`src/rtl/parking_gate_scheduler.sv`:
```
// parking_gate_scheduler: round-robin arbiter sharing the time base and slot timestamp table among gates
module parking_gate_scheduler #(
    parameter int NUM_GATES = 4,
    parameter int NUM_SLOTS = 8,
    parameter int SLOT_W    = 3
) (
    input  logic                        clk,
    input  logic                        reset,
    input  logic [7:0]                  time_value,
    input  logic [NUM_GATES-1:0]        req,
    input  logic [NUM_GATES-1:0]        req_exit,
    input  logic [NUM_GATES*SLOT_W-1:0] req_slot,
    output logic [NUM_GATES-1:0]        grant,
    output logic                        resp_valid,
    output logic [2:0]                  resp_gate,
    output logic                        resp_exit,
    output logic [7:0]                  resp_duration,
    output logic                        resp_err,
    output logic [NUM_SLOTS-1:0]        occupied,
    output logic                        busy
);
    typedef enum logic [1:0] {IDLE, EXEC, RESP} state_t;
    state_t               state_q, state_d;
    logic [2:0]           ptr_q, ptr_d, gate_q, gate_d, win;
    logic                 exit_q, exit_d, win_exit;
    logic [SLOT_W-1:0]    slot_q, slot_d, win_slot;
    logic [NUM_SLOTS-1:0] occ_q, occ_d;
    logic [2:0]           resp_gate_q, resp_gate_d;
    logic                 resp_exit_q, resp_exit_d, resp_err_q, resp_err_d;
    logic [7:0]           resp_dur_q, resp_dur_d;
    logic [7:0]           tbl_q [NUM_SLOTS];
    logic                 slot_ok, hit;
    logic [7:0]           stamp;

    // Lowest requester overall, then overridden by the lowest one at or above the pointer.
    always_comb begin
        win      = 3'd0;
        win_exit = 1'b0;
        win_slot = '0;
        for (int g = NUM_GATES - 1; g >= 0; g--)
            if (req[g]) begin
                win      = 3'(g);
                win_exit = req_exit[g];
                win_slot = req_slot[g*SLOT_W +: SLOT_W];
            end
        for (int g = NUM_GATES - 1; g >= 0; g--)
            if (req[g] && g >= int'(ptr_q)) begin
                win      = 3'(g);
                win_exit = req_exit[g];
                win_slot = req_slot[g*SLOT_W +: SLOT_W];
            end
    end

    always_comb begin
        slot_ok = int'(slot_q) < NUM_SLOTS;
        hit     = 1'b0;
        stamp   = 8'd0;
        for (int s = 0; s < NUM_SLOTS; s++)
            if (int'(slot_q) == s) begin
                hit   = occ_q[s];
                stamp = tbl_q[s];
            end
    end

    always_comb begin
        state_d     = state_q;
        ptr_d       = ptr_q;
        gate_d      = gate_q;
        exit_d      = exit_q;
        slot_d      = slot_q;
        occ_d       = occ_q;
        resp_gate_d = resp_gate_q;
        resp_exit_d = resp_exit_q;
        resp_dur_d  = resp_dur_q;
        resp_err_d  = resp_err_q;
        case (state_q)
            IDLE: if (|req) begin
                state_d = EXEC;
                gate_d  = win;
                exit_d  = win_exit;
                slot_d  = win_slot;
                ptr_d   = (win == 3'(NUM_GATES - 1)) ? 3'd0 : win + 3'd1;
            end
            EXEC: begin
                state_d     = RESP;
                resp_gate_d = gate_q;
                resp_exit_d = exit_q;
                resp_err_d  = !slot_ok || (exit_q ? !hit : hit);
                resp_dur_d  = (slot_ok && exit_q && hit) ? time_value - stamp : 8'd0;
                // Entry into a free slot sets it, exit from an occupied slot clears it.
                if (slot_ok && (exit_q == hit))
                    for (int s = 0; s < NUM_SLOTS; s++)
                        if (int'(slot_q) == s) occ_d[s] = !exit_q;
            end
            default: state_d = IDLE;
        endcase
    end

    always_ff @(posedge clk or posedge reset) begin
        if (reset) begin
            state_q     <= IDLE;
            ptr_q       <= 3'd0;
            gate_q      <= 3'd0;
            exit_q      <= 1'b0;
            slot_q      <= '0;
            occ_q       <= '0;
            resp_gate_q <= 3'd0;
            resp_exit_q <= 1'b0;
            resp_dur_q  <= 8'd0;
            resp_err_q  <= 1'b0;
        end else begin
            state_q     <= state_d;
            ptr_q       <= ptr_d;
            gate_q      <= gate_d;
            exit_q      <= exit_d;
            slot_q      <= slot_d;
            occ_q       <= occ_d;
            resp_gate_q <= resp_gate_d;
            resp_exit_q <= resp_exit_d;
            resp_dur_q  <= resp_dur_d;
            resp_err_q  <= resp_err_d;
        end
    end

    always_ff @(posedge clk) begin
        if (state_q == EXEC && !exit_q && slot_ok && !hit)
            for (int s = 0; s < NUM_SLOTS; s++)
                if (int'(slot_q) == s) tbl_q[s] <= time_value;
    end

    assign grant         = (state_q == EXEC) ? NUM_GATES'(1) << gate_q : '0;
    assign resp_valid    = state_q == RESP;
    assign busy          = state_q != IDLE;
    assign occupied      = occ_q;
    assign resp_gate     = resp_gate_q;
    assign resp_exit     = resp_exit_q;
    assign resp_duration = resp_dur_q;
    assign resp_err      = resp_err_q;
endmodule
```
`config.mk`:
```
export PLATFORM = sky130hd
export DESIGN_NAME = parking_gate_scheduler
export DESIGN_NICKNAME = d
export VERILOG_FILES = /design/src/rtl/parking_gate_scheduler.sv
export SDC_FILE = /design/constraint.sdc
export NUM_CORES = 1
export LEC_CHECK = 0
export BUFFER_PORTS_ARGS = -buffer_cell sky130_fd_sc_hd__buf_2
export CAP_MARGIN = 20
export CORE_AREA = 4 4 100 102
export DETAILED_ROUTE_END_ITERATION = 10
export DIE_AREA = 0 0 104 106
export PLACE_DENSITY = 0.77
export SLEW_MARGIN = 20
export SYNTH_ARGS = -nofsm -noshare
export SYNTH_HDL_FRONTEND = slang
export SYNTH_SLANG_ARGS = --single-unit
```
`constraint.sdc`:
```
create_clock -name clk -period 8.15 [get_ports clk]
set_clock_uncertainty 0.2 [all_clocks]
set_input_delay 0.815 -clock clk [delete_from_list [all_inputs] [get_ports clk]]
set_output_delay 0.815 -clock clk [all_outputs]
set_load 0.01 [all_outputs]
```
==> reports/metrics.yaml <==
grt.overflow.total: 0
core_um2: 9109
synthCells: 351
hold_viol: 0
yosys.area_share.simple_pct: 10.74
place_inst: 499
io_buffers: 55
cp_common_cell: "o21ai_0"
wl_met3_um: 514
fmax_ghz: 0.3048
setup_ws_ns: 4.869
synth_mux_area_share_pct: 10.10
slew_headroom_pct: 41.70
finalCritPeriodShare_pct: 40.26
worst_setup_path_start_kind: "register"
synthTopCellsByCount: "edfxtp_1, nand2_1, dfrtp_1, o21ai_0, nor2_1"
vias_per_cell: 5.759
ir_drop_mv: 0.1554
clockBufferDepth: 2
detail-route-antenna-nets: 0
synth_adder_area_share_pct: 2.973
wl_mm: 9.097
synth_xor_area_share_pct: 0.7852
clock_latency_ns: 0.37
fin_tns_setup_ns: 0
power.switching_uw: 667.8
yosysTopAreaCellShare_pct: 43.07
rsz0062_at_grt: "no"
synth_top_family_by_area: "compound AO/OA/AOI/OAI gates"
synth_edf_count: 64
die_area_um2: 11020
synth.avg_cell_area_um2: 12.71
max_stage_delay_ns: 0.56
initial_core_util_pct: 48.98
syn_area_um2: 4462
path_cells: "buf_4, mux4_2, mux2_2, ha_1, fa_1, nor2b_1, o21ai_0, a21boi_0, o21ai_0, mux2i_1, nand2_1"
yosys.area.top_type: "edfxtp_1"
yosys_warnings: 0
met1Wirelength_mm: 3.961
power_mw: 1.808
synth.most_common_cell: "edfxtp_1"
grt_pass1_vias: 2856
synthArstFlopShare_pct: 31.91
worst_hold_slack_ns: 0.2679
leakage_nw: 2.035
antenna_found_initial: 0
power_frac_comb_pct: 41.5
syn_nets: 391
outcome: "complete, no violations"
synthDistinctLibCells: 52
setup_violations: 0
clkPwrFrac_pct: 20.8
cts.clk_slew.worst_paths_ns: 0.10
synth_compound_area_share_pct: 12.06
crit_arrival_ns: 3.35
placementRows: 35
grt_start_max_net_pins: 39
die_h_um: 106
intPower_mw: 1.140
crit_buf_inv: 1
wire_per_inst_um: 17.66
ctsHoldBuffers: 0
drive_above_1_share_pct: 24.50
post_cts.repair.setup_buffers: 0
top_layer: "met4"
root_buffer: "clkbuf_8"
drc: 0
post_cts_resized: 0
final_cells: 515
worst_slew_pin_slew_ns: 0.8712
die_w_um: 104
drt_iter0_markers: 158
critPathKind: "reg -> reg"
yosys-top-cells-area: "edfxtp_1, dfrtp_1, mux4_2"
yosysSeqAreaShare_pct: 59.90
cts.sinks: 94
path_delay_family: "multiplexers"
period_minus_slack_ns: 3.281
tritoncts: "done"
setup.worst_path.end_class: "register"
firstDrtPassIters: 4
yosys_register_bits: 94
diodes: 0
seq_power_share_pct: 37.7
finalMaxSlewViolations: 0
htreeDepth: 3
place_ws_ns: 4.872
syn2layout_area_growth_pct: 13.26
cts_buffers: 9
grtUsageTotal_pct: 17.40
nets: 439
ys.flop_type: "edfxtp_1"
powerDensity_nw_per_um2: 357.7
crit_path_top_delay_cell: "mux4_2"
critPathRequiredTime_ns: 8.22
gp_congestion: 0.8476
boundaryPins: 57
hpwl_mm: 6.406
dr_wl_met2_mm: 4.488
crit_path_max_fanout: 31
worstHoldPathType: "reg -> reg"
cap_violations: 0
dr_total_vias: 2966
p_sw_share_pct: 36.95
grt_pass1_wl_mm: 15.06
stage by stage:
step                utilization, %  cell area (µm²)
floorplan                        -             4462
global placement             52.75             4805
detailed placement           52.75             4805
CTS                          55.48             5054
global route                 55.48             5054
finish                       55.48             5054
area by class of cell:
cell class / instances / area, µm²
Clock buffer: 9 / 123.9
Clock inverter: 7 / 125.1
Fill cell: 736 / 4055
Inverter: 13 / 48.80
Multi-Input combinational cell: 222 / 1639
Sequential cell: 94 / 2673
Tap cell: 111 / 138.9
Timing Repair Buffer: 59 / 305.3
metal layers:
metal  up-vias  track usage (%)
li1       1412                -
met1      1460            24.27
met2        81            27.58
met3        13            3.704
met4         0            5.413
met5         -                0
flip-flops by register name, summed over array words and instances (netlist names):
signal and cells:
tbl_q 64, occupied 8, resp_duration 8, slot_q 3
gate_q 2, ptr_q 2, resp_gate 2, state_q 2
exit_q 1, resp_err 1, resp_exit 1
cells by family (layout without fill, tap and decap cells):
kind of cell / after synthesis / after routing
AND/OR/NAND/NOR: 99 / 99
flip-flops: 94 / 94
AO/OA/AOI/OAI: 83 / 83
buffers and inverters: 35 / 88
multiplexers: 25 / 25
adder cells (fa/ha/maj): 10 / 10
XOR/XNOR: 4 / 4
other: 1 / 1
worst reg2reg max path, cell delays in order, from the launching register on:
cell	delay, ns
dfrtp_1	0.33
buf_4	0.37
mux4_2	0.57
mux2_2	0.30
ha_1	0.19
fa_1	0.40
nor2b_1	0.11
o21ai_0	0.10
a21boi_0	0.26
o21ai_0	0.14
mux2i_1	0.16
nand2_1	0.06
worst paths after layout:
| kind | slack, ns | start | depth (start not counted) | end |
|---|---|---|---|---|
| min in group asynchronous | 0.30 | reset | 2 | resp_duration[2] |
| worst max register to register | 4.87 | slot_q[0] | 11 | resp_duration[6] |
| max in group asynchronous | 7.06 | reset | 2 | slot_q[1] |
| worst min register to register | 0.27 | resp_duration[1] | 2 | resp_duration[1] |
| worst max-delay path | 4.87 | slot_q[0] | 11 | resp_duration[6] |
| worst min-delay path | 0.27 | resp_duration[1] | 2 | resp_duration[1] |
layout by cell type (no fill, tap or decap), types with 6 or more instances in the layout:
cell / synthesis / final
a21oi_1: 13 / 13
ha_1: 9 / 9
buf_2: 3 / 55
mux4_2: 13 / 13
clkbuf_8: 0 / 9
o21ai_0: 27 / 27
nand2_1: 43 / 43
inv_1: 13 / 12
dfrtp_1: 30 / 30
nor2_1: 16 / 16
edfxtp_1: 64 / 64
o31ai_1: 10 / 10
nand2b_1: 8 / 8
mux2i_1: 6 / 6
power groups by stage:
stage / Sequential (mW) / Clock (mW) / Combinational [mW]
after floorplan: 0.669 / 0 / 0.574
after global placement: 0.689 / 0 / 0.731
after detailed placement: 0.693 / 0 / 0.751
after CTS: 0.682 / 0.380 / 0.756
after global routing: 0.696 / 0.402 / 0.837
final: 0.681 / 0.376 / 0.750
Power figures use the tool's default switching activity.
